`src/rtl/stack_sequencer.sv`:
```
// stack_sequencer: initiator-side controller for a single-port operand stack.
// Each compound stack operation (PUSH, POP, DUP, SWAP, POP2, ADD) is split into
// single push/pop transactions. One transaction is outstanding at a time.
// Illegal operations are refused before any stack traffic is issued.
module stack_sequencer #(
    parameter int STACKDATA = 32,
    parameter int STACKSIZE = 65_536,
    parameter int DEPTHW    = 17
) (
    input  logic                 clk,
    input  logic                 rst,
    input  logic                 start,
    input  logic [2:0]           op,
    input  logic [STACKDATA-1:0] operand,
    output logic                 busy,
    output logic                 op_done,
    output logic                 error,
    output logic [STACKDATA-1:0] result_a,
    output logic [STACKDATA-1:0] result_b,
    output logic [DEPTHW-1:0]    depth,
    output logic                 stk_push,
    output logic                 stk_trigger,
    output logic [STACKDATA-1:0] stk_writevalue,
    input  logic [STACKDATA-1:0] stk_readvalue,
    input  logic                 stk_done
);

    localparam logic [2:0] OP_NOP  = 3'd0;
    localparam logic [2:0] OP_PUSH = 3'd1;
    localparam logic [2:0] OP_POP  = 3'd2;
    localparam logic [2:0] OP_DUP  = 3'd3;
    localparam logic [2:0] OP_SWAP = 3'd4;
    localparam logic [2:0] OP_POP2 = 3'd5;
    localparam logic [2:0] OP_ADD  = 3'd6;
    localparam logic [2:0] OP_RSVD = 3'd7;

    // Source of the word written by a push micro-op.
    localparam logic [1:0] SRC_OPERAND = 2'd0;
    localparam logic [1:0] SRC_A       = 2'd1;
    localparam logic [1:0] SRC_B       = 2'd2;
    localparam logic [1:0] SRC_SUM     = 2'd3;

    // Depth comparisons are done one bit wider so depth+1 cannot wrap.
    localparam logic [DEPTHW:0]   SIZE_EXT  = (DEPTHW + 1)'(STACKSIZE);
    localparam logic [DEPTHW:0]   EXT_ONE   = (DEPTHW + 1)'(1);
    localparam logic [DEPTHW-1:0] DEPTH_ONE = DEPTHW'(1);

    typedef enum logic [2:0] {
        S_IDLE,
        S_CHECK,
        S_ISSUE,
        S_WAIT,
        S_FINISH
    } state_t;

    state_t               state_reg;
    state_t               state_next;
    logic [2:0]           op_reg;
    logic [STACKDATA-1:0] operand_reg;
    logic [STACKDATA-1:0] a_reg;
    logic [STACKDATA-1:0] b_reg;
    logic [STACKDATA-1:0] result_a_reg;
    logic [STACKDATA-1:0] result_b_reg;
    logic [DEPTHW-1:0]    depth_reg;
    logic [1:0]           step_reg;
    logic                 err_reg;

    // Current micro-op, decoded from (op_reg, step_reg).
    logic                 m_push;
    logic                 m_dst_b;
    logic                 m_last;
    logic [1:0]           m_src;
    logic [STACKDATA-1:0] push_data;

    // Legality of the latched operation against the current depth.
    logic [1:0]           need_pops;
    logic                 grows;
    logic                 illegal;

    // Legality: enough words to pop, room to grow, opcode not reserved.
    always_comb begin
        need_pops = 2'd0;
        grows     = 1'b0;
        illegal   = 1'b0;
        case (op_reg)
            OP_PUSH: grows = 1'b1;
            OP_POP:  need_pops = 2'd1;
            OP_DUP: begin
                need_pops = 2'd1;
                grows     = 1'b1;
            end
            OP_SWAP, OP_POP2, OP_ADD: need_pops = 2'd2;
            OP_RSVD: illegal = 1'b1;
            default: ;
        endcase
        if (depth_reg < DEPTHW'(need_pops)) begin
            illegal = 1'b1;
        end
        if (grows && (({1'b0, depth_reg} + EXT_ONE) > SIZE_EXT)) begin
            illegal = 1'b1;
        end
    end

    // Micro-op list per operation; pops always come before pushes.
    always_comb begin
        m_push  = 1'b0;
        m_dst_b = 1'b0;
        m_last  = 1'b1;
        m_src   = SRC_OPERAND;
        case (op_reg)
            OP_PUSH: begin
                m_push = 1'b1;
                m_src  = SRC_OPERAND;
            end
            OP_DUP: begin
                case (step_reg)
                    2'd0: m_last = 1'b0;
                    2'd1: begin
                        m_push = 1'b1;
                        m_src  = SRC_A;
                        m_last = 1'b0;
                    end
                    default: begin
                        m_push = 1'b1;
                        m_src  = SRC_A;
                    end
                endcase
            end
            OP_SWAP: begin
                case (step_reg)
                    2'd0: m_last = 1'b0;
                    2'd1: begin
                        m_dst_b = 1'b1;
                        m_last  = 1'b0;
                    end
                    2'd2: begin
                        m_push = 1'b1;
                        m_src  = SRC_A;
                        m_last = 1'b0;
                    end
                    default: begin
                        m_push = 1'b1;
                        m_src  = SRC_B;
                    end
                endcase
            end
            OP_POP2: begin
                if (step_reg == 2'd0) begin
                    m_last = 1'b0;
                end else begin
                    m_dst_b = 1'b1;
                end
            end
            OP_ADD: begin
                case (step_reg)
                    2'd0: m_last = 1'b0;
                    2'd1: begin
                        m_dst_b = 1'b1;
                        m_last  = 1'b0;
                    end
                    default: begin
                        m_push = 1'b1;
                        m_src  = SRC_SUM;
                    end
                endcase
            end
            default: ;
        endcase
    end

    // Push data select; the ADD carry is simply dropped.
    always_comb begin
        case (m_src)
            SRC_A:   push_data = a_reg;
            SRC_B:   push_data = b_reg;
            SRC_SUM: push_data = a_reg + b_reg;
            default: push_data = operand_reg;
        endcase
    end

    // State register.
    always_ff @(posedge clk) begin
        if (rst) begin
            state_reg <= S_IDLE;
        end else begin
            state_reg <= state_next;
        end
    end

    // Next-state logic.
    always_comb begin
        state_next = state_reg;
        case (state_reg)
            S_IDLE: begin
                if (start) begin
                    state_next = S_CHECK;
                end
            end
            S_CHECK: begin
                if (illegal || (op_reg == OP_NOP)) begin
                    state_next = S_FINISH;
                end else begin
                    state_next = S_ISSUE;
                end
            end
            S_ISSUE: state_next = S_WAIT;
            S_WAIT: begin
                if (stk_done) begin
                    state_next = m_last ? S_FINISH : S_ISSUE;
                end
            end
            S_FINISH: state_next = S_IDLE;
            default:  state_next = S_IDLE;
        endcase
    end

    // Datapath: request latch, pop capture, depth tracking, result update.
    always_ff @(posedge clk) begin
        if (rst) begin
            op_reg       <= OP_NOP;
            operand_reg  <= '0;
            a_reg        <= '0;
            b_reg        <= '0;
            result_a_reg <= '0;
            result_b_reg <= '0;
            depth_reg    <= '0;
            step_reg     <= 2'd0;
            err_reg      <= 1'b0;
        end else begin
            case (state_reg)
                S_IDLE: begin
                    if (start) begin
                        op_reg      <= op;
                        operand_reg <= operand;
                        step_reg    <= 2'd0;
                    end
                end
                S_CHECK: err_reg <= illegal;
                S_WAIT: begin
                    if (stk_done) begin
                        step_reg <= step_reg + 2'd1;
                        if (m_push) begin
                            depth_reg <= depth_reg + DEPTH_ONE;
                        end else begin
                            depth_reg <= depth_reg - DEPTH_ONE;
                            if (m_dst_b) begin
                                b_reg <= stk_readvalue;
                            end else begin
                                a_reg <= stk_readvalue;
                            end
                        end
                        // Results must be valid during the op_done cycle, so
                        // they load on the edge that enters FINISH, including
                        // a word popped on that same edge.
                        if (m_last) begin
                            result_a_reg <= (!m_push && !m_dst_b) ? stk_readvalue : a_reg;
                            result_b_reg <= (!m_push && m_dst_b) ? stk_readvalue : b_reg;
                        end
                    end
                end
                default: ;
            endcase
        end
    end

    // Outputs decoded from the current state.
    always_comb begin
        busy           = (state_reg == S_CHECK) || (state_reg == S_ISSUE) ||
                         (state_reg == S_WAIT);
        op_done        = (state_reg == S_FINISH);
        error          = (state_reg == S_FINISH) && err_reg;
        stk_trigger    = (state_reg == S_ISSUE);
        stk_push       = (state_reg == S_ISSUE) && m_push;
        stk_writevalue = ((state_reg == S_ISSUE) && m_push) ? push_data : '0;
        result_a       = result_a_reg;
        result_b       = result_b_reg;
        depth          = depth_reg;
    end

endmodule

```
`config.mk`:
```
export PLATFORM = sky130hd
export DESIGN_NAME = stack_sequencer
export DESIGN_NICKNAME = d
export VERILOG_FILES = /design/src/rtl/stack_sequencer.sv
export SDC_FILE = /design/constraint.sdc
export NUM_CORES = 1
export LEC_CHECK = 0
export CAP_MARGIN = 20
export CORE_MARGIN = 10
export CORE_UTILIZATION = 54
export DETAILED_ROUTE_END_ITERATION = 6
export PLACE_DENSITY = 0.79
export SYNTH_ARGS = -nofsm -noshare
export SYNTH_HDL_FRONTEND = slang
export SYNTH_SLANG_ARGS = --single-unit
```
`constraint.sdc`:
```
create_clock -name clk -period 5.56 [get_ports clk]
set_input_delay 1.668 -clock clk [delete_from_list [all_inputs] [get_ports clk]]
set_output_delay 1.668 -clock clk [all_outputs]
set_load 0.005 [all_outputs]
```
==> flow_summary.toml, run 1 <==
[setup_path]
startpoint_type = "register"
cp.required_ns = 3.89
path_buf_inv = 1
critPathMaxStageDelay_ns = 0.56
cp-end-kind = "output port"
path_class = "register to output port"
cp.arrival_ns = 3.75
cp_max_fo = 5
critPathSlowestCell = "clkdlybuf4s50_1"
cpMostUsedCell = "o21ai_1"
path_cells = "ha_1, o21ai_1, o21ai_2, a21o_1, a32o_1, nand3_1, a21oi_1, o21ai_1, a2111o_1, a221oi_2, clkdlybuf4s50_1"
crit_family = "compound AO/OA/AOI/OAI gates"

[logic_synthesis]
synth_top_area_share_pct = 35.14
synth.top_cells.by_count = "nand2_1, dfxtp_1, a21oi_1"
yosysMostFrequentCell = "nand2_1"
synth_edf_count = 0
yosysWarnings = 0
yosysTopAreaCell = "dfxtp_1"
synth_cells = 1368
ys_ff_latch = 186
yosys-top-cells-area = "dfxtp_1, nand2_1, a21oi_1"
async_flop_share_pct = 0
synthDistinctLibCells = 62
syn_nets = 1492
ys_seq_area_share_pct = 35.14
synth_flop_cell = "dfxtp_1"
synth.avg_cell_area_um2 = 7.746
synthesis.area_um2 = 10600

[timing]
clock.fmax_ghz = 0.1846
tightest_slew_ns = 0.9583
relSlewSlack_pct = 36.11
setup-violations-final = 0
fin_crit_ns = 5.418
slew_viol_final = 0
hold_violations = 0
skew_ns = 0.009281
whs_ns = 0.4582
period_share_pct = 97.44

[clock_network]
root_buffer = "clkbuf_16"
htree_num_levels = 4
cts_max_path_buffers = 2
cts.sinks = 186
cts_tree = "built"
clk_pin_slew_ns = 0.07
insertion_delay_ns = 0.44
numCtsBuffers = 17

[die]
dieArea_um2 = 25630
boundaryPins = 189
chipHeight_um = 160.1
start_util_pct = 54.62
die_x_um = 160.1
design.core.area_um2 = 19400
rows = 51

[route]
ant_nets = 0
vias = 10340
routed_via_density = 5.794
firstDrtPassIters = 5
wl_per_cell_um = 18.02
wl_um = 32160
drc = 0
drtIter0Drc = 786

[finish]
drive_gt1_share_pct = 6.386
final_nets = 1631
final_util_pct = 68.58
area_growth_pct = 25.55

[min_path]
hp-class = "register to register"

[status]
status = "finished clean"

[place]
io_buffers = 188
dp_hpwl_um = 22650
gp_congestion = 0.9288

[grt]
grt_pass1_wl_um = 51450
overflow = 0
grt_pass1_vias = 9880
grt_start_max_net_pins = 126
antenna_found_initial = 1
grt_use_total_pct = 24.06

[power]
p_leak_nw = 5.058
peakVddDrop_uv = 224.2
power_density_nw_per_um2 = 216.7

[run]
drv_cap = 0
## power by group
group | switching, W | leakage (nW) | internal (W)
clock | 0.000572 | 0.271 | 0.000640
sequential | 0.0000242 | 1.50 | 0.00136
combinational | 0.000157 | 3.28 | 0.000129
total | 0.000754 | 5.06 | 0.00213
## final timing paths
kind	start	end	cells past startpoint	slack, ns
min reg2reg	operand_reg[18]	operand_reg[18]	2	0.46
min	operand_reg[18]	operand_reg[18]	2	0.46
max reg2reg	step_reg[0]	depth[15]	15	2.06
max	a_reg[2]	stk_writevalue[27]	11	0.14
## cell type report
type | instances | area [um^2]
diodes | 1 | 2.502
clock buffers | 18 | 439.2
clock inverters | 13 | 137.6
fillers | 1656 | 6095
inverters | 16 | 60.06
multi-input cells | 1074 | 6533
flip-flops and latches | 186 | 3726
well taps | 265 | 331.6
repair buffers | 212 | 2074
## routing by layer
metal / up-vias / global-route usage (%) / part of all wire [%]
li1: 5097 / - / -
met1: 4810 / 30.14 / 44
met2: 388 / 40.14 / 48
met3: 47 / 5.193 / 6.7
met4: 0 / 8.013 / 2.0
met5: - / 0 / 0
## stage by stage
step           total power, W  setup WS [ns]  instances  cell area (um^2)  setup TNS, ns
2_1_floorplan        0.001575          1.138       1368             10600              0
3_3_place_gp         0.001693         0.3636       1752             12660              0
3_5_place_dp         0.001698         0.3657       1752             12660              0
4_1_cts              0.002899       0.009093       1784             13260              0
5_1_grt              0.002979       -0.02833       1785             13300       -0.02833
6_report             0.002883         0.1421       1785             13300              0
## cell usage in the layout (no fill, tap or decap), types with 24 or more instances in the layout
cell type	n
dfxtp_1	184
o21ai_0	31
a211oi_1	87
nor2_1	123
mux2i_1	75
buf_4	24
a21oi_1	172
clkdlybuf4s50_1	181
ha_1	50
nand2_1	311
## worst min-delay path: cells and delay by family (launching register included)
family,cells,cell delay [ns]
AO/OA/AOI/OAI,1,0.05
flip-flops,1,0.31
AND/OR/NAND/NOR,1,0.05
## logic make-up (layout without fill, tap and decap cells)
logic type / Yosys count / in the layout / share of synthesized area [%]
other: 0 / 1 / 0
and+or+nand+nor: 525 / 525 / 20.51
xor gates and xnor gates: 32 / 32 / 2.645
adders and majority gates: 53 / 53 / 6.400
muxes: 78 / 78 / 7.616
AOI/OAI and AO/OA: 386 / 386 / 23.62
buffers and inverters: 108 / 259 / 4.074
DFF: 186 / 186 / 35.14
## repair_timing
action	CTS	global route
endpoints found under the setup margin	4	9
buffers inserted	1	0
pin swaps	1	6
hold buffers	0	0
resized for setup	3	14
No activity file was read; power rests on OpenSTA's default activity.
==> inputs of run 2 (changes only) <==
ABC_AREA = 1   (was unset)
CORE_UTILIZATION = 55   (was 54)
==> run 2 against run 1 <==
  * Global-route usage up 2.9 points
  * Count of clock-buffer cells in the layout stayed put
  * Worst hold slack worse by 0.012 ns
  * Sequential share of layout area fell by 1.4 points
  * Wire length up 16%
  * Via count is 18% higher
  * Setup slack better by 0.19 ns
  * Clock skew up 0.0089 ns
==> flow_summary.toml, run 2 <==
[status]
status = "finished clean"

[finish]
area_growth_pct = 21.79
final_cell_mix = "nand2_1, a21oi_1, inv_1"
layoutNonFillerInstCount = 2188
final_nets = 2029
drive_gt1_share_pct = 4.745
num-fill-cells = 1846
final_common_cell = "nand2_1"
diodes = 0

[logic_synthesis]
yosys-top-cells-area = "dfxtp_1, a21oi_1, nand2_1"
synth_compound_area_share_pct = 26.74
synth_cells = 1771
synth.avg_cell_area_um2 = 6.486
ys_ff_latch = 186
yosysMostFrequentCell = "nand2_1"
synth_flop_cell = "dfxtp_1"
synth.top_cells.by_count = "nand2_1, a21oi_1, inv_1"
yosysTopAreaCell = "dfxtp_1"
synthDistinctLibCells = 42
synthesis.area_um2 = 11490
syn_nets = 1895
ys_seq_area_share_pct = 32.41
synth_top_family_by_area = "compound AO/OA/AOI/OAI gates"
yosys.area_share.xor_xnor_pct = 0.8387
synthMuxAreaShare_pct = 0
yosysWarnings = 0
synth_fa_ha_area_share_pct = 5.903
synthSimpleGateAreaFrac_pct = 22.07
synth_edf_count = 0
async_flop_share_pct = 0
synth_top_area_share_pct = 32.41

[timing]
skew_ns = 0.01823
slew_viol_final = 0
clock.fmax_ghz = 0.1914
hold_violations = 0
fin_crit_ns = 5.225
period_share_pct = 93.97
setup-violations-final = 0
tightest_slew_ns = 0.9758
relSlewSlack_pct = 34.72
rsz0062_at_grt = "no"
tns_ns = 0

[setup_path]
cp-end-kind = "output port"
path_class = "register to output port"
r2r_slack_ns = 2.22
startpoint_type = "register"
cp_max_fo = 30
cp.arrival_ns = 3.56
cp.required_ns = 3.89

[grt]
grt_use_total_pct = 27.00
overflow = 0
grt_pass1_wl_um = 59730
grt_pass1_vias = 11270
grt_start_max_net_pins = 92
antenna_found_initial = 0

[clock_network]
postCtsSetupBuffers = 0
htree_num_levels = 4
numCtsBuffers = 17
cts.sinks = 186
hold_buffers = 0
cts_tree = "built"
clk_pin_slew_ns = 0.08
root_buffer = "clkbuf_16"
insertion_delay_ns = 0.45
cts_max_path_buffers = 2

[route]
drc = 0
routed_via_density = 5.579
vias = 12210
firstDrtPassIters = 5
wl_per_cell_um = 17.09
wl_um = 37390
drtIter0Drc = 1063
ant_nets = 0

[power]
power_density_nw_per_um2 = 224.1
clkPwrFrac_pct = 40.9
seqPwrFrac_pct = 45.4
intPower_w = 0.002200
p_leak_nw = 6.465
switchingPower_w = 0.0009351
comb_power_share_pct = 13.7
swShare_pct = 29.82
peakVddDrop_uv = 199.0

[die]
boundaryPins = 189
start_util_pct = 56.41
design.core.area_um2 = 20360
rows = 52
die_x_um = 164.5
chipHeight_um = 164.5
dieArea_um2 = 27070

[run]
drv_cap = 0

[place]
io_buffers = 188
post-place-cells = 2156
dp_hpwl_um = 27400
gp_congestion = 0.9426

[min_path]
hp-class = "register to register"
==> run 2: metal layers <==
metal,part of all wire (%),GRT usage [%],up-vias
met5,0,0,-
met4,1.6,5.958,0
li1,-,-,6103
met1,46,37.18,5585
met3,8.0,6.224,55
met2,44,42.13,463
==> run 2: critical path, stage by stage, from the launching register on <==
cell	delay (ns)
dfxtp_1	0.36
inv_1	0.10
ha_1	0.22
nor2_1	0.19
inv_1	0.08
nor2_1	0.15
inv_2	0.06
nand2_2	0.29
nand2_1	0.17
clkinv_2	0.38
o21ai_0	0.16
a21o_1	0.18
a21oi_1	0.21
clkdlybuf4s50_1	0.55
==> run 2: path summary, 6_finish.rpt <==
kind	startpoint	endpoint	cells past startpoint
worst min-delay path	operand_reg[19]	operand_reg[19]	2
worst max register to register	step_reg[0]	b_reg[26]	10
worst min register to register	operand_reg[19]	operand_reg[19]	2
worst max-delay path	step_reg[0]	stk_writevalue[8]	13
==> run 2: cell families (layout without fill, tap and decap cells) <==
logic type | Yosys count | after routing
simple gates | 604 | 604
flops | 186 | 186
compound gates | 580 | 580
fa+ha+maj | 53 | 53
buf+inv | 337 | 484
xor+xnor | 11 | 11
==> run 2: stage by stage <==
| step | power (W) | hold slack [ns] | util, % | setup WS (ns) | area, um^2 |
|---|---|---|---|---|---|
| 5_1_grt | 0.003244 | 0.4678 | 68.70 | 0.1055 | 13990 |
| 6_report | 0.003135 | 0.4462 | 68.70 | 0.3354 | 13990 |
| 4_1_cts | 0.003131 | 0.4478 | 68.70 | 0.2368 | 13990 |
| 3_3_place_gp | 0.001867 | 0.4324 | 65.72 | 0.8174 | 13380 |
| 3_5_place_dp | 0.001875 | 0.4346 | 65.72 | 0.7217 | 13380 |
| 2_1_floorplan | 0.001720 | 0.4205 | - | 2.108 | 11490 |
==> run 2: layout make-up <==
| class | instances | area [um^2] | share of cell area (%) |
|---|---|---|---|
| multi-input cells | 1248 | 6386 | 45.64 |
| inverters | 252 | 952.2 | 6.806 |
| flip-flops and latches | 186 | 3724 | 26.61 |
| clock buffers | 18 | 429.2 | 3.067 |
| well taps | 270 | 337.8 | 2.415 |
| repair buffers | 200 | 1984 | 14.18 |
| clock inverters | 14 | 177.7 | 1.270 |
==> run 2: timing repair <==
item                                    4_1_cts  5_1_grt
endpoints found under the setup margin        0        1
gates resized for setup                       0        1
endpoints found under the hold margin         0        0
==> run 2: power by group through the flow <==
stage	Clock [W]	Combinational (W)	Sequential [W]
after floorplan	0	0.000279	0.00144
after global placement	0	0.000415	0.00145
after detailed placement	0	0.000421	0.00145
after CTS	0.00128	0.000426	0.00142
after global routing	0.00133	0.000481	0.00143
final	0.00128	0.000428	0.00142
